===== config.mk =====
export PLATFORM = sky130hd
export DESIGN_NAME = ahblite_decoder_mux
export DESIGN_NICKNAME = d
export VERILOG_FILES = /design/src/rtl/ahblite_decoder_mux.sv
export SDC_FILE = /design/constraint.sdc
export NUM_CORES = 1
export LEC_CHECK = 0
export ABC_AREA = 1
export CELL_PAD_IN_SITES_DETAIL_PLACEMENT = 0
export CELL_PAD_IN_SITES_GLOBAL_PLACEMENT = 1
export CORE_MARGIN = 2
export CORE_UTILIZATION = 22
export DETAILED_ROUTE_END_ITERATION = 8
export PLACE_DENSITY = 0.82
export SLEW_MARGIN = 20
export SYNTH_ARGS = -nofsm -noshare
export SYNTH_HDL_FRONTEND = slang
export SYNTH_SLANG_ARGS = --single-unit

===== constraint.sdc =====
create_clock -name HCLK -period 2.1 [get_ports HCLK]
set_input_delay 0.315 -clock HCLK [delete_from_list [all_inputs] [get_ports HCLK]]
set_output_delay 0.315 -clock HCLK [all_outputs]
set_load 0.1 [all_outputs]

===== src/rtl/ahblite_decoder_mux.sv =====
// AHB-Lite address decoder, response mux and built-in ERROR default slave for unmapped accesses.
// P_HSEL is combinational from HADDR; the response follows the registered data-phase owner one cycle later.
module ahblite_decoder_mux #(
  parameter int                  NPORT     = 4,
  parameter logic [32*NPORT-1:0] ADDR_BASE = {32'h40050000, 32'h40000000, 32'h20000000, 32'h00000000},
  parameter logic [32*NPORT-1:0] ADDR_MASK = {32'hFFFF0000, 32'hFFFFFFF0, 32'hFFFF0000, 32'hFFFF0000},
  parameter logic [NPORT-1:0]    PORT_EN   = {NPORT{1'b1}},
  parameter int                  CNT_W     = 16
) (
  input  logic                  HCLK,
  input  logic                  HRESET,
  input  logic [31:0]           HADDR,
  input  logic [1:0]            HTRANS,
  output logic [NPORT-1:0]      P_HSEL,
  input  logic [NPORT-1:0]      P_HREADYOUT,
  input  logic [NPORT-1:0]      P_HRESP,
  input  logic [32*NPORT-1:0]   P_HRDATA,
  output logic                  HREADY,
  output logic                  HRESP,
  output logic [31:0]           HRDATA,
  output logic [CNT_W-1:0]      miss_cnt,
  output logic [31:0]           miss_addr
);

  localparam int IW = (NPORT > 1) ? $clog2(NPORT) : 1;

  typedef enum logic [1:0] {
    DS_IDLE = 2'd0,
    DS_ERR1 = 2'd1,
    DS_ERR2 = 2'd2
  } ds_state_t;

  logic [NPORT-1:0] match;
  logic [NPORT-1:0] hsel;
  logic [IW-1:0]    hit_idx;
  logic             miss;
  logic             unmapped;
  logic             unused_htrans0;

  logic             sel_def_q, sel_def_d;
  logic [IW-1:0]    sel_idx_q, sel_idx_d;
  ds_state_t        state_q, state_d;
  logic             def_ready_q, def_ready_d;
  logic             def_resp_q, def_resp_d;
  logic [CNT_W-1:0] miss_cnt_q, miss_cnt_d;
  logic [31:0]      miss_addr_q, miss_addr_d;

  assign unused_htrans0 = HTRANS[0];

  // Walk from the top down so the lowest matching port wins on overlap.
  always_comb begin
    hsel    = '0;
    hit_idx = '0;
    for (int i = 0; i < NPORT; i++) begin
      match[i] = PORT_EN[i] &&
                 ((HADDR & ADDR_MASK[32*i +: 32]) == (ADDR_BASE[32*i +: 32] & ADDR_MASK[32*i +: 32]));
    end
    for (int i = NPORT-1; i >= 0; i--) begin
      if (match[i]) begin
        hsel    = '0;
        hsel[i] = 1'b1;
        hit_idx = IW'(i);
      end
    end
  end

  assign P_HSEL   = hsel;
  assign miss     = ~|match;
  assign unmapped = miss && HTRANS[1] && HREADY;

  always_comb begin
    HREADY = def_ready_q;
    HRESP  = def_resp_q;
    HRDATA = '0;
    if (!sel_def_q) begin
      for (int i = 0; i < NPORT; i++) begin
        if (sel_idx_q == IW'(i)) begin
          HREADY = P_HREADYOUT[i];
          HRESP  = P_HRESP[i];
          HRDATA = P_HRDATA[32*i +: 32];
        end
      end
    end
  end

  always_comb begin
    sel_def_d   = sel_def_q;
    sel_idx_d   = sel_idx_q;
    miss_cnt_d  = miss_cnt_q;
    miss_addr_d = miss_addr_q;
    if (HREADY) begin
      sel_def_d = miss;
      sel_idx_d = hit_idx;
    end
    if (unmapped) begin
      miss_addr_d = HADDR;
      if (miss_cnt_q != {CNT_W{1'b1}}) begin
        miss_cnt_d = miss_cnt_q + CNT_W'(1);
      end
    end
  end

  // Default slave: two-cycle ERROR, with ERR2 able to chain straight into another ERR1.
  always_comb begin
    state_d = state_q;
    case (state_q)
      DS_IDLE: if (unmapped) state_d = DS_ERR1;
      DS_ERR1: state_d = DS_ERR2;
      DS_ERR2: state_d = unmapped ? DS_ERR1 : DS_IDLE;
      default: state_d = DS_IDLE;
    endcase
    def_ready_d = (state_d != DS_ERR1);
    def_resp_d  = (state_d != DS_IDLE);
  end

  always_ff @(posedge HCLK) begin
    if (HRESET) begin
      sel_def_q   <= 1'b1;
      sel_idx_q   <= '0;
      state_q     <= DS_IDLE;
      def_ready_q <= 1'b1;
      def_resp_q  <= 1'b0;
      miss_cnt_q  <= '0;
      miss_addr_q <= '0;
    end else begin
      sel_def_q   <= sel_def_d;
      sel_idx_q   <= sel_idx_d;
      state_q     <= state_d;
      def_ready_q <= def_ready_d;
      def_resp_q  <= def_resp_d;
      miss_cnt_q  <= miss_cnt_d;
      miss_addr_q <= miss_addr_d;
    end
  end

  assign miss_cnt  = miss_cnt_q;
  assign miss_addr = miss_addr_q;

endmodule


# Word level (Yosys, flattened, before mapping)
# Cells that the tools add are included.
# classes
add_sub_neg	1
eq_ne	10
mux	26
reduce_logical	9
# ops
op	count
two-way mux 32 bit	5
zero test 32 bit	1
== test 28 x 27 -> 1 bit, second input constant	1
adder 16 x 1 -> 16 bit, second input constant	1
== test 16 x 14 -> 1 bit, second input constant	1
== test 16 x 15 -> 1 bit, second input constant	1
two-way mux 4 bit	4
!= test 16 bit, second input constant	1
two-way mux 1 bit	11
two-way mux 2 bit	5
== test 2 bit, second input constant	3
case mux 2 bit (3 select lines)	1
== test 2 x 1 -> 1 bit, second input constant	2
zero test 2 bit	2
OR reduction 4 bit	1
logical AND 1 bit	2
!= test 2 x 1 -> 1 bit, second input constant	1
AND reduction 2 bit	1
nonzero test 2 bit	1
zero test 1 bit	1
# totals
regBits	55
input_bits	172
out_inout_bits	86
wordCells	53

# Depth between registers and ports, before layout
# Gate-level depths: netlist of the first run.
# depth
ltp_word	10
depth_mapped	12
mapped_depth_nobuf	11

# Least setup slack after synthesis of the first run
# Ideal clock, no wire load.
# synth_timing
path_type	reg-to-output
startpoint	register sel_idx_q[0]
endpoint	output HRESP
t_arrival_ns	3.045
t_required_ns	1.785
setup_slack_ns	-1.260
stages_incl_launch_ff	9
path_buffers	2
cell_sequence	dfxtp_1 -> buf_4 -> nand2_1 -> inv_1 -> buf_2 -> nand2_1 -> nand2_1 -> a221oi_1 -> o21ai_0
# synth_between
elab_chain_len	6
word_cells_on_any_way	9
classes_between	eq/ne: 3; mux: 5; reduce/logical: 1
# synth_lines
element	line_no	rtl
start, declared	41	logic [IW-1:0] sel_idx_q, sel_idx_d;
start signal, assigned	127	sel_idx_q <= sel_idx_d;
zero test 2 bit	77	if (sel_idx_q == IW'(i)) begin
two-way mux 1 bit (3 in a row)	77	
two-way mux 1 bit *	77	
two-way mux 1 bit *	75	if (!sel_def_q) begin
end, declared	19	output logic HRESP,
# Mark *: on every way between the ends. The rest lies on a longest branch, timed or not.

# Worst setup path after layout of the first run
# layout_timing
startpoint	register sel_idx_q[1]
endpoint	output HRDATA[2]
# layout_between
elab_chain_len	6
word_cells_on_any_way	9
classes_between	eq/ne: 3; mux: 5; reduce/logical: 1
# layout_lines
element	line_no	rtl
zero test 2 bit	77	
two-way mux 32 bit (3 in a row)	77	
two-way mux 32 bit *	77	
two-way mux 32 bit *	75	
end, declared	20	output logic [31:0] HRDATA,
# Marked as above.

==> impl_metrics.py, run 1 <==
metrics = {
    "drt": {
        "wl_per_cell_um": 14.9,
        "drc": 0,
        "routed_wl_um": 15800,
        "vias": 4832,
        "postRouteAntennaNets": 0,
        "drt_iter0_drc": 190,
        "via_per_inst": 4.55,
        "dr.pass1.iters": 4,
    },
    "clock_tree": {
        "htreeDepth": 2,
        "clkLatencyLatePin_ps": 290,
        "cts_made_buffers": 5,
        "cts.sinks": 55,
        "clk_pin_slew_ps": 70,
        "cts.path.max_buffers": 2,
        "cts_tree": "done",
        "hold_buffers": 0,
        "root_buffer": "clkbuf_16",
    },
    "setup_path": {
        "crit_chain": "buf_4 > nand2_4 > inv_4 > buf_12 > nor2_1 > o221ai_2 > a21oi_4 > buf_12",
        "critPathMaxStageDelay_ps": 380,
        "worstPathRequired_ps": 1780,
        "critical_path_class": "reg -> out",
        "crit_arrival_ps": 1710,
        "ff2ff_setup_slack_ps": 330,
        "crit_fanout": 7,
        "critPathSlowestCell": "dfxtp_4",
        "cp-end-kind": "output port",
        "cp_common_cell": "buf_12",
        "r2r_cells": 11,
        "crit_path_start_kind": "flop",
    },
    "synth": {
        "syn_inst": 575,
        "avgSynthCellArea_sq_um": 6.31,
        "ys_seq_area_share_pct": 30.3,
        "synth_warnings": 0,
        "synthDistinctLibCells": 40,
        "synth-seq-cells": 55,
        "syn-cell-area_sq_mm": 0.00363,
        "synth_fp_nets": 748,
    },
    "final_layout": {
        "nets": 1018,
        "drive_above_1_share_pct": 27.1,
        "design_area_sq_mm": 0.00754,
        "final_util_pct": 47.1,
        "num-fill-cells": 1651,
        "area_delta_synth_final_pct": 108,
    },
    "global_route": {
        "grt_max_degree": 33,
        "grt_pass1_vias": 4455,
        "grt_overflow": 0,
        "grt_pass1_wl_um": 23900,
        "grt_usage_pct": 16.8,
        "antenna_found_initial": 1,
    },
    "sta": {
        "relSlewSlack_pct": 66.7,
        "worstMarginPinSlew_ps": 495,
        "fin_skew_ps": 6.19,
        "finalSetupViolations": 0,
        "fin_crit_sh_pct": 96.5,
        "finalSetupTns_ps": 0,
        "fmax_mhz": 493,
        "hold_viol": 0,
        "rsz0062_at_grt": "yes",
        "final-max-slew-violation-count": 0,
        "finalCriticalPeriod_ps": 2030,
    },
    "floorplanning": {
        "die_w_um": 132,
        "fp.dieH_um": 132,
        "ios": 258,
        "coreArea_sq_mm": 0.0160,
        "rows": 46,
        "start_util_pct": 22.7,
        "dieArea_sq_mm": 0.0175,
    },
    "placement": {
        "dp_hpwl_um": 12200,
        "post_dp_cell_area_sq_mm": 0.00712,
        "gp_congestion": 0.820,
        "io_buffers": 256,
    },
    "status": {
        "status": "finished, final reports clean",
    },
    "job": {
        "max_cap_violations": 0,
    },
    "min_path": {
        "hold_depth": 2,
        "hold_class": "reg -> reg",
    },
    "power_and_ir_drop": {
        "power.static_leakage_nw": 3.00,
        "ir_drop_v": 0.000319,
        "power.density_mw_per_mm2": 493,
    },
}
metal layers:
metal / global-route usage (%) / vias to the layer above / routed length (um)
li1: - / 2453 / -
met1: 20.3 / 2176 / 6630
met2: 30.3 / 185 / 7880
met3: 3.49 / 18 / 934
met4: 4.36 / 0 / 353
met5: 0 / - / 0
critical path: cells and delay by family, from the launching register on:
family | cells | cell delay (ps)
buffers and inverters | 4 | 540
flip-flops | 1 | 380
AO/OA/AOI/OAI | 2 | 310
AND/OR/NAND/NOR | 2 | 200
stage by stage:
step / hold WS (ps) / power [mW] / cells / setup slack [ps]
final: 475 / 3.71 / 1063 / 72.7
after global routing: 505 / 3.88 / 1063 / -14.6
after CTS: 478 / 3.74 / 1057 / -5.03
after detailed placement: 468 / 2.83 / 1049 / -68.1
after global placement: 463 / 2.82 / 1049 / -42.8
after floorplan: 447 / 2.16 / 575 / 7.12
flip-flops by register name, indices dropped and copies added, names as in the netlist:
name,flops
sel_def_q,1
def_resp_q,1
miss_addr,32
state_q,2
miss_cnt,16
def_ready_q,1
sel_idx_q,2
power breakdown:
part | internal [mW] | switching, mW | leakage [nW] | total, mW
combinational | 0.641 | 1.03 | 2.47 | 1.68
clock | 0.509 | 0.379 | 0.0772 | 0.888
sequential | 1.11 | 0.0382 | 0.461 | 1.15
path summary, 6_finish.rpt:
check,endpoint,start
setup / recovery,HRDATA[2],sel_idx_q[1]
hold / removal,state_q[1],state_q[1]
setup reg to reg,miss_addr[19],sel_idx_q[1]
hold reg to reg,state_q[1],state_q[1]
cells in the final DEF (no fill, tap or decap), types with 2 or more instances in the layout:
| master | netlist | final |
|---|---|---|
| a21oi_1 | 28 | 14 |
| a21oi_4 | 1 | 15 |
| buf_12 | 0 | 43 |
| buf_4 | 7 | 80 |
| buf_6 | 1 | 4 |
| clkbuf_16 | 0 | 8 |
| clkbuf_8 | 0 | 2 |
| clkdlybuf4s50_1 | 0 | 170 |
| clkinvlp_4 | 0 | 10 |
| dfxtp_1 | 55 | 39 |
| dfxtp_2 | 0 | 15 |
| inv_1 | 48 | 36 |
| inv_2 | 1 | 2 |
| inv_4 | 1 | 2 |
| nand2_1 | 102 | 101 |
| nand2_4 | 1 | 2 |
| nand3_1 | 34 | 34 |
| nand4_1 | 18 | 18 |
| nor2_1 | 131 | 115 |
| nor2_2 | 1 | 13 |
| nor2_4 | 0 | 4 |
| nor3_1 | 8 | 6 |
| nor3_4 | 0 | 2 |
| o211ai_1 | 17 | 17 |
| o21ai_0 | 20 | 19 |
| o21ai_1 | 32 | 32 |
| o21ai_2 | 1 | 2 |
| o221ai_2 | 0 | 14 |
| or2_2 | 2 | 2 |
| xor2_1 | 9 | 9 |
kinds of logic (layout without fill, tap and decap cells):
kind of cell    Yosys count  count (layout)  share of synthesized area [%]
flops                    55              55                           30.3
other cells               0               1                              0
buf+inv                  87             358                           11.1
simple gates            305             305                           36.4
compound gates          117             117                           19.4
xor+xnor                 10              10                           2.41
fa+ha+maj                 1               1                          0.345
timing repair:
action	4_1_cts	5_1_grt
gates resized for setup	8	35
endpoints found under the setup margin	31	29
buffers inserted	0	2
pin swaps	3	7
gates cloned	0	3
area by class of cell:
cell class | instances | area, sq um | share of cell area [%]
inverter | 50 | 230 | 3.05
timing repair buffer | 300 | 3280 | 43.6
multi-input combinational | 433 | 2470 | 32.8
tap | 216 | 270 | 3.59
clock buffer | 8 | 156 | 2.07
antenna | 1 | 2.50 | 0.0332
sequential | 55 | 1120 | 14.9
cells in the mapped netlist (all sizes together):
cell type / instances / area [sq um]
o21ai: 53 / 269
a221oi: 1 / 8.76
inv: 50 / 190
ha: 1 / 12.5
nand2: 104 / 400
a21oi: 29 / 156
nor2: 133 / 518
o211ai: 17 / 128
buf: 20 / 149
xor2: 9 / 78.8
o21a: 1 / 7.51
nand3b: 1 / 11.3
o221ai: 14 / 123
nand4: 19 / 125
nand3: 36 / 198
nor3: 9 / 50.1
o22ai: 1 / 6.26
dfxtp: 55 / 1100
xnor2: 1 / 8.76
clkbuf: 17 / 63.8
a211oi: 1 / 7.51
or2: 3 / 18.8
(Power assumes the default switching activity.)
==> run 2, diff against run 1 <==
CAP_MARGIN = 15   (was unset)
CTS_CLUSTER_SIZE = 40   (was unset)
==> results of run 2 <==
The final DEF is identical to that of run 1; final timing and power are the same.
